## config.mk

```make
export PLATFORM = sky130hd
export DESIGN_NAME = recepcao_comando_servos_flat
export DESIGN_NICKNAME = d
export VERILOG_FILES = /design/src/rtl/recepcao_comando_servos_if.sv /design/src/rtl/recepcao_comando_servos.sv /design/src/flat_wrapper.sv
export SDC_FILE = /design/constraint.sdc
export NUM_CORES = 1
export LEC_CHECK = 0
export ABC_AREA = 1
export CAP_MARGIN = 10
export CELL_PAD_IN_SITES_DETAIL_PLACEMENT = 1
export CELL_PAD_IN_SITES_GLOBAL_PLACEMENT = 1
export CORE_MARGIN = 2
export CORE_UTILIZATION = 46
export DETAILED_ROUTE_END_ITERATION = 10
export GPL_TIMING_DRIVEN = 0
export PLACE_DENSITY = 0.85
export SLEW_MARGIN = 30
export SYNTH_ARGS = -nofsm -noshare
export SYNTH_HDL_FRONTEND = slang
export SYNTH_SLANG_ARGS = --single-unit
export TNS_END_PERCENT = 30
```

## constraint.sdc

```tcl
create_clock -name clock -period 8 [get_ports clock]
set_input_delay 2.4 -clock clock [delete_from_list [all_inputs] [get_ports clock]]
set_output_delay 2.4 -clock clock [all_outputs]
set_load 0.02 [all_outputs]
```

## src/rtl/recepcao_comando_servos_if.sv

```systemverilog
// recepcao_comando_servos_if: serial line in, committed servo positions and debug out
// Ports (slave = receiver side):
//   RX                    serial 7E1 line, idle high
//   pos1..pos3            committed servo positions 0..7
//   novo_comando / erro   one-cycle commit / reject pulses
//   db_dado_recebido_1..3 ASCII digits of the last committed command
//   db_estado             framer state code for the HEX display
interface recepcao_comando_servos_if;
  logic       RX;
  logic [2:0] pos1, pos2, pos3;
  logic       novo_comando, erro;
  logic [6:0] db_dado_recebido_1, db_dado_recebido_2, db_dado_recebido_3;
  logic [3:0] db_estado;
  modport master (
    output RX,
    input  pos1, pos2, pos3, novo_comando, erro,
    input  db_dado_recebido_1, db_dado_recebido_2, db_dado_recebido_3, db_estado
  );
  modport slave (
    input  RX,
    output pos1, pos2, pos3, novo_comando, erro,
    output db_dado_recebido_1, db_dado_recebido_2, db_dado_recebido_3, db_estado
  );
endinterface

```

## src/rtl/recepcao_comando_servos.sv

```systemverilog
// recepcao_comando_servos: 7E1 receiver + "ddd#" framer committing three servo positions atomically
// Ports:
//   clock  system clock, rising edge
//   reset  asynchronous active-high reset
//   bus    recepcao_comando_servos_if.slave (RX in; positions, pulses and debug out)
module recepcao_comando_servos #(
  parameter int CLKS_PER_BIT = 5208
) (
  input logic clock,
  input logic reset,
  recepcao_comando_servos_if.slave bus
);
  localparam int TW = $clog2(CLKS_PER_BIT + 1);
  localparam logic [TW-1:0] HALF_M1 = TW'(CLKS_PER_BIT / 2 - 1);
  localparam logic [TW-1:0] FULL_M1 = TW'(CLKS_PER_BIT - 1);
  typedef enum logic [2:0] {OCIOSO, INICIO, DADOS, PARIDADE, PARADA} rx_state_t;
  typedef enum logic [3:0] {
    ESPERA_D1  = 4'd1,
    ESPERA_D2  = 4'd2,
    ESPERA_D3  = 4'd3,
    ESPERA_FIM = 4'd4
  } fr_state_t;
  logic          rx_meta_q, rx_sync_q, rx_prev_q;
  rx_state_t     rx_st_q, rx_st_d;
  logic [TW-1:0] timer_q, timer_d;
  logic [2:0]    nbit_q, nbit_d;
  logic [6:0]    shift_q, shift_d;
  logic          par_ok_q, par_ok_d;
  logic          char_ok_q, char_ok_d, char_err_q, char_err_d;
  fr_state_t     fr_q, fr_d;
  logic [6:0]    d1_q, d1_d, d2_q, d2_d, d3_q, d3_d;
  logic [6:0]    db1_q, db1_d, db2_q, db2_d, db3_q, db3_d;
  logic [2:0]    pos1_q, pos1_d, pos2_q, pos2_d, pos3_q, pos3_d;
  logic          novo_q, novo_d, erro_q, erro_d;
  logic          fall, full, is_digit, is_hash;
  // Synchroniser and edge history reset low: a line still low after reset
  // must go idle and fall again before a start is recognised.
  always_ff @(posedge clock or posedge reset)
    if (reset) begin
      rx_meta_q <= 1'b0;
      rx_sync_q <= 1'b0;
      rx_prev_q <= 1'b0;
    end else begin
      rx_meta_q <= bus.RX;
      rx_sync_q <= rx_meta_q;
      rx_prev_q <= rx_sync_q;
    end
  assign fall = rx_prev_q & ~rx_sync_q;
  assign full = timer_q == FULL_M1;
  always_comb begin
    rx_st_d    = rx_st_q;
    timer_d    = timer_q + TW'(1);
    nbit_d     = nbit_q;
    shift_d    = shift_q;
    par_ok_d   = par_ok_q;
    char_ok_d  = 1'b0;
    char_err_d = 1'b0;
    case (rx_st_q)
      OCIOSO: begin
        timer_d = '0;
        rx_st_d = fall ? INICIO : OCIOSO;
      end
      INICIO:
        if (timer_q == HALF_M1) begin
          timer_d = '0;
          nbit_d  = '0;
          rx_st_d = rx_sync_q ? OCIOSO : DADOS;
        end
      DADOS:
        if (full) begin
          timer_d = '0;
          shift_d = {rx_sync_q, shift_q[6:1]};
          nbit_d  = nbit_q + 3'd1;
          rx_st_d = (nbit_q == 3'd6) ? PARIDADE : DADOS;
        end
      PARIDADE:
        if (full) begin
          timer_d  = '0;
          par_ok_d = ~^{shift_q, rx_sync_q};
          rx_st_d  = PARADA;
        end
      PARADA:
        if (full) begin
          timer_d    = '0;
          char_ok_d  = rx_sync_q & par_ok_q;
          char_err_d = ~(rx_sync_q & par_ok_q);
          rx_st_d    = OCIOSO;
        end
      default: rx_st_d = OCIOSO;
    endcase
  end
  // shift_q holds the finished character until the next frame's first data
  // sample, well after the framer consumes it.
  assign is_digit = shift_q[6:3] == 4'b0110;
  assign is_hash  = shift_q == 7'h23;
  always_comb begin
    fr_d   = fr_q;
    d1_d   = d1_q;
    d2_d   = d2_q;
    d3_d   = d3_q;
    db1_d  = db1_q;
    db2_d  = db2_q;
    db3_d  = db3_q;
    pos1_d = pos1_q;
    pos2_d = pos2_q;
    pos3_d = pos3_q;
    novo_d = 1'b0;
    erro_d = 1'b0;
    if (char_err_q) begin
      erro_d = 1'b1;
      fr_d   = ESPERA_D1;
    end else if (char_ok_q) begin
      case (fr_q)
        ESPERA_D1: begin
          d1_d   = shift_q;
          fr_d   = is_digit ? ESPERA_D2 : ESPERA_D1;
          erro_d = ~is_digit;
        end
        ESPERA_D2: begin
          d2_d   = shift_q;
          fr_d   = is_digit ? ESPERA_D3 : ESPERA_D1;
          erro_d = ~is_digit;
        end
        ESPERA_D3: begin
          d3_d   = shift_q;
          fr_d   = is_digit ? ESPERA_FIM : ESPERA_D1;
          erro_d = ~is_digit;
        end
        default: begin
          fr_d   = ESPERA_D1;
          erro_d = ~is_hash;
          novo_d = is_hash;
          if (is_hash) begin
            pos1_d = d1_q[2:0];
            pos2_d = d2_q[2:0];
            pos3_d = d3_q[2:0];
            db1_d  = d1_q;
            db2_d  = d2_q;
            db3_d  = d3_q;
          end
        end
      endcase
    end
  end
  always_ff @(posedge clock or posedge reset)
    if (reset) begin
      rx_st_q    <= OCIOSO;
      timer_q    <= '0;
      nbit_q     <= '0;
      shift_q    <= '0;
      par_ok_q   <= 1'b0;
      char_ok_q  <= 1'b0;
      char_err_q <= 1'b0;
      fr_q       <= ESPERA_D1;
      d1_q       <= 7'h30;
      d2_q       <= 7'h30;
      d3_q       <= 7'h30;
      db1_q      <= 7'h30;
      db2_q      <= 7'h30;
      db3_q      <= 7'h30;
      pos1_q     <= '0;
      pos2_q     <= '0;
      pos3_q     <= '0;
      novo_q     <= 1'b0;
      erro_q     <= 1'b0;
    end else begin
      rx_st_q    <= rx_st_d;
      timer_q    <= timer_d;
      nbit_q     <= nbit_d;
      shift_q    <= shift_d;
      par_ok_q   <= par_ok_d;
      char_ok_q  <= char_ok_d;
      char_err_q <= char_err_d;
      fr_q       <= fr_d;
      d1_q       <= d1_d;
      d2_q       <= d2_d;
      d3_q       <= d3_d;
      db1_q      <= db1_d;
      db2_q      <= db2_d;
      db3_q      <= db3_d;
      pos1_q     <= pos1_d;
      pos2_q     <= pos2_d;
      pos3_q     <= pos3_d;
      novo_q     <= novo_d;
      erro_q     <= erro_d;
    end
  assign bus.pos1               = pos1_q;
  assign bus.pos2               = pos2_q;
  assign bus.pos3               = pos3_q;
  assign bus.db_dado_recebido_1 = db1_q;
  assign bus.db_dado_recebido_2 = db2_q;
  assign bus.db_dado_recebido_3 = db3_q;
  assign bus.novo_comando       = novo_q;
  assign bus.erro               = erro_q;
  assign bus.db_estado          = fr_q;
endmodule

```

## src/flat_wrapper.sv

```systemverilog
// flat-port wrapper written by rule: the top's interface ports become plain ports
module recepcao_comando_servos_flat 
#(
  parameter int CLKS_PER_BIT = 5208
)
  (clock, reset, bus_RX, bus_pos1, bus_pos2, bus_pos3, bus_novo_comando, bus_erro, bus_db_dado_recebido_1, bus_db_dado_recebido_2, bus_db_dado_recebido_3, bus_db_estado);
  recepcao_comando_servos_if bus_i ();
  input logic clock;
  input logic reset;
  input wire logic [$bits(bus_i.RX)-1:0] bus_RX;
  output wire logic [$bits(bus_i.pos1)-1:0] bus_pos1;
  output wire logic [$bits(bus_i.pos2)-1:0] bus_pos2;
  output wire logic [$bits(bus_i.pos3)-1:0] bus_pos3;
  output wire logic [$bits(bus_i.novo_comando)-1:0] bus_novo_comando;
  output wire logic [$bits(bus_i.erro)-1:0] bus_erro;
  output wire logic [$bits(bus_i.db_dado_recebido_1)-1:0] bus_db_dado_recebido_1;
  output wire logic [$bits(bus_i.db_dado_recebido_2)-1:0] bus_db_dado_recebido_2;
  output wire logic [$bits(bus_i.db_dado_recebido_3)-1:0] bus_db_dado_recebido_3;
  output wire logic [$bits(bus_i.db_estado)-1:0] bus_db_estado;
  assign bus_i.RX = bus_RX;
  assign bus_pos1 = bus_i.pos1;
  assign bus_pos2 = bus_i.pos2;
  assign bus_pos3 = bus_i.pos3;
  assign bus_novo_comando = bus_i.novo_comando;
  assign bus_erro = bus_i.erro;
  assign bus_db_dado_recebido_1 = bus_i.db_dado_recebido_1;
  assign bus_db_dado_recebido_2 = bus_i.db_dado_recebido_2;
  assign bus_db_dado_recebido_3 = bus_i.db_dado_recebido_3;
  assign bus_db_estado = bus_i.db_estado;
  recepcao_comando_servos #(.CLKS_PER_BIT(CLKS_PER_BIT)) u_core (.clock(clock), .reset(reset), .bus(bus_i));
endmodule
```

==> impl_metrics.tcl <==
set metrics [dict create \
    synth.distinct_cells 33 \
    required_ns 5.60 \
    drcViolationCount 0 \
    tns_ns 0 \
    dr.pass1.iters 4 \
    post-route-period-util_pct 49.7 \
    rrSetupSlack_ns 6.25 \
    power_density_nw_per_um2 186 \
    ir_drop_v 0.000188 \
    clk_latency_ns 0.36 \
    ios 39 \
    htreeDepth 3 \
    dpl_cell_area_um2 4220 \
    initial_utilization_pct 47.6 \
    maxCapViolCount 0 \
    final_max_slew_viol_count 0 \
    grt_max_degree 53 \
    synthesis.area_um2 3690 \
    rsz0062_at_grt "no" \
    pre_cts_ws_ns 4.41 \
    skew_ns 0.0114 \
    avgSynthCellArea_um2 8.51 \
    slowest_stage "clkdlybuf4s50_1" \
    die_h_um 93.6 \
    leakagePower_nw 2.07 \
    post-route-util_pct 56.9 \
    cts_root_buf "clkbuf_8" \
    dieArea_um2 8760 \
    grt_pass1_wl_um 14400 \
    max_stage_delay_ns 0.64 \
    cp_top_family "buffers and inverters" \
    die_w_um 93.6 \
    crit_type "register to primary output" \
    critPathMaxFanout 5 \
    fmax_ghz 0.251 \
    area_growth_pct 19.6 \
    critical_path_arrival_ns 1.58 \
    grt_pass1_vias 3098 \
    cp-start-kind "register" \
    overflow 0 \
    period_needed_ns 3.98 \
    finalHoldViolCount 0 \
    use_met1_pct 26.3 \
    routed-via-count 2948 \
    nFillCells 972 \
    track_usage_pct 21.5 \
    vias_per_cell 5.00 \
    hold_ws_ns 0.358 \
    fin_nets 491 \
    postLayoutSetupSlackWorst_ns 4.02 \
    clk_pin_slew_ns 0.09 \
    ys_ff_latch 79 \
    cp-end-kind "primary output" \
    busiest_layer "met2" \
    drt_wl_total_um 8380 \
    drive_gt1_share_pct 13.9 \
    place_congestion 0.779 \
    cts_buffer_depth 2 \
    hold_buffers 0 \
    yosysSeqAreaShare_pct 53.9 \
    critical_path_buf_inv_count 1 \
    wl_per_cell_um 14.2 \
    io_buffers 37 \
    grtUsageMet3_pct 4.59 \
    ys_warn_count 0 \
    fin_area_um2 4420 \
    synth_fp_nets 442 \
    coreArea_um2 7770 \
    status "finished clean" \
    ant_nets 0 \
    cts_setup_buffers 0 \
    clock_sinks 79 \
    cts_buffers 9 \
    diodes 0 \
    path_cells "clkdlybuf4s50_1" \
    cts_resized 0 \
    syn_inst 434 \
    cts_tree "yes" \
    drtIter0Drc 115 \
    rows 32 \
    setup_viol 0 \
    dpl.hpwl_um 6250 \
    antenna_found_initial 0 \
    min_path_type "register to register" \
    grt.met2_usage_pct 37.9 \
]
## metrics by stage
stage | cells | total power [mW]
floorplan | 434 | 0.506
global placement | 573 | 0.524
detailed placement | 574 | 0.534
CTS | 590 | 0.834
global route | 590 | 0.858
finish | 590 | 0.821
## registers in the layout (all words and copies together), names as in the netlist, 5 cells and up
signal                         count
u_core.timer_q                    13
u_core.d1_q                        7
u_core.d2_q                        7
u_core.d3_q                        7
u_core.shift_q                     7
u_core.bus.db_dado_recebido_1      5
u_core.bus.db_dado_recebido_2      5
u_core.bus.db_dado_recebido_3      5
## cells in the final DEF (no fill, tap or decap), types with 7 or more instances in the layout
master and n:
nand2_1 158, dfrtp_1 66, clkdlybuf4s50_1 37, inv_1 36
o21ai_0 35, nor2_1 24, nand3_1 22, dfstp_2 13
buf_4 12, nor2_2 12, clkbuf_8 9, nand4_1 7
## power by group
group	internal (mW)	switching (mW)	leakage [nW]
registers	0.408	0.0111	1.05
logic	0.0304	0.0730	0.923
clock network	0.146	0.152	0.0968
## Yosys cell counts (all sizes together)
master  instances  area (um^2)
nand2         161          617
dfrtp          66         1650
inv            41          154
nor2           38          205
o21ai          38          190
nand3          23          128
buf            13          101
dfstp          13          342
nand4           7         43.8
nor3            6         46.3
clkbuf          5         18.8
ha              5         62.6
xor2            5         43.8
xnor2           3         26.3
nand3b          2         15.0
or2             2         12.5
a21oi           1         5.00
a31oi           1         6.26
a32oi           1         8.76
conb            1         3.75
nor3b           1         7.51
o22ai           1         6.26
## per-layer routing
layer	share of wire (%)	vias to the layer above	wire length [um]
met3	3.4	4	281
li1	-	1459	-
met1	44	1442	3720
met4	0.60	0	50
met5	0	-	0
met2	52	43	4330
## kinds of logic after synthesis
kind of cell               after synthesis  share of synthesized area [%]
xor gates and xnor gates                 8                           1.90
adders and majority gates                5                           1.69
other                                    1                          0.101
and+or+nand+nor                        240                           29.1
AOI/OAI and AO/OA                       42                           5.86
DFF                                     79                           53.9
buffers and inverters                   59                           7.42
## cell type report
class | instances | area [um^2] | share of cell area (%)
sequential | 79 | 1990 | 45.1
multi-input combinational | 296 | 1430 | 32.3
timing repair buffer | 38 | 398 | 9.00
inverter | 41 | 156 | 3.54
clock buffer | 10 | 128 | 2.89
tap | 102 | 128 | 2.89
buffer | 18 | 120 | 2.72
clock inverter | 6 | 68.8 | 1.56
## worst paths after layout
path	startpoint	endpoint	cells past startpoint
setup / recovery	u_core.bus.db_estado[0]$_DFFE_PP1P_	bus_db_estado[0]	1
hold / removal	u_core.rx_meta_q$_DFF_PP0_	u_core.rx_sync_q$_DFF_PP0_	0
setup reg to reg	u_core.timer_q[0]$_DFF_PP0_	u_core.timer_q[1]$_DFF_PP0_	8
hold reg to reg	u_core.rx_meta_q$_DFF_PP0_	u_core.rx_sync_q$_DFF_PP0_	0
max in group asynchronous	reset	u_core.d3_q[4]$_DFFE_PP1P_	3
min in group asynchronous	reset	u_core.bus.db_dado_recebido_3[6]$_DFFE_PP0P_	2
Note: power is estimated with default switching activity, not from simulation.
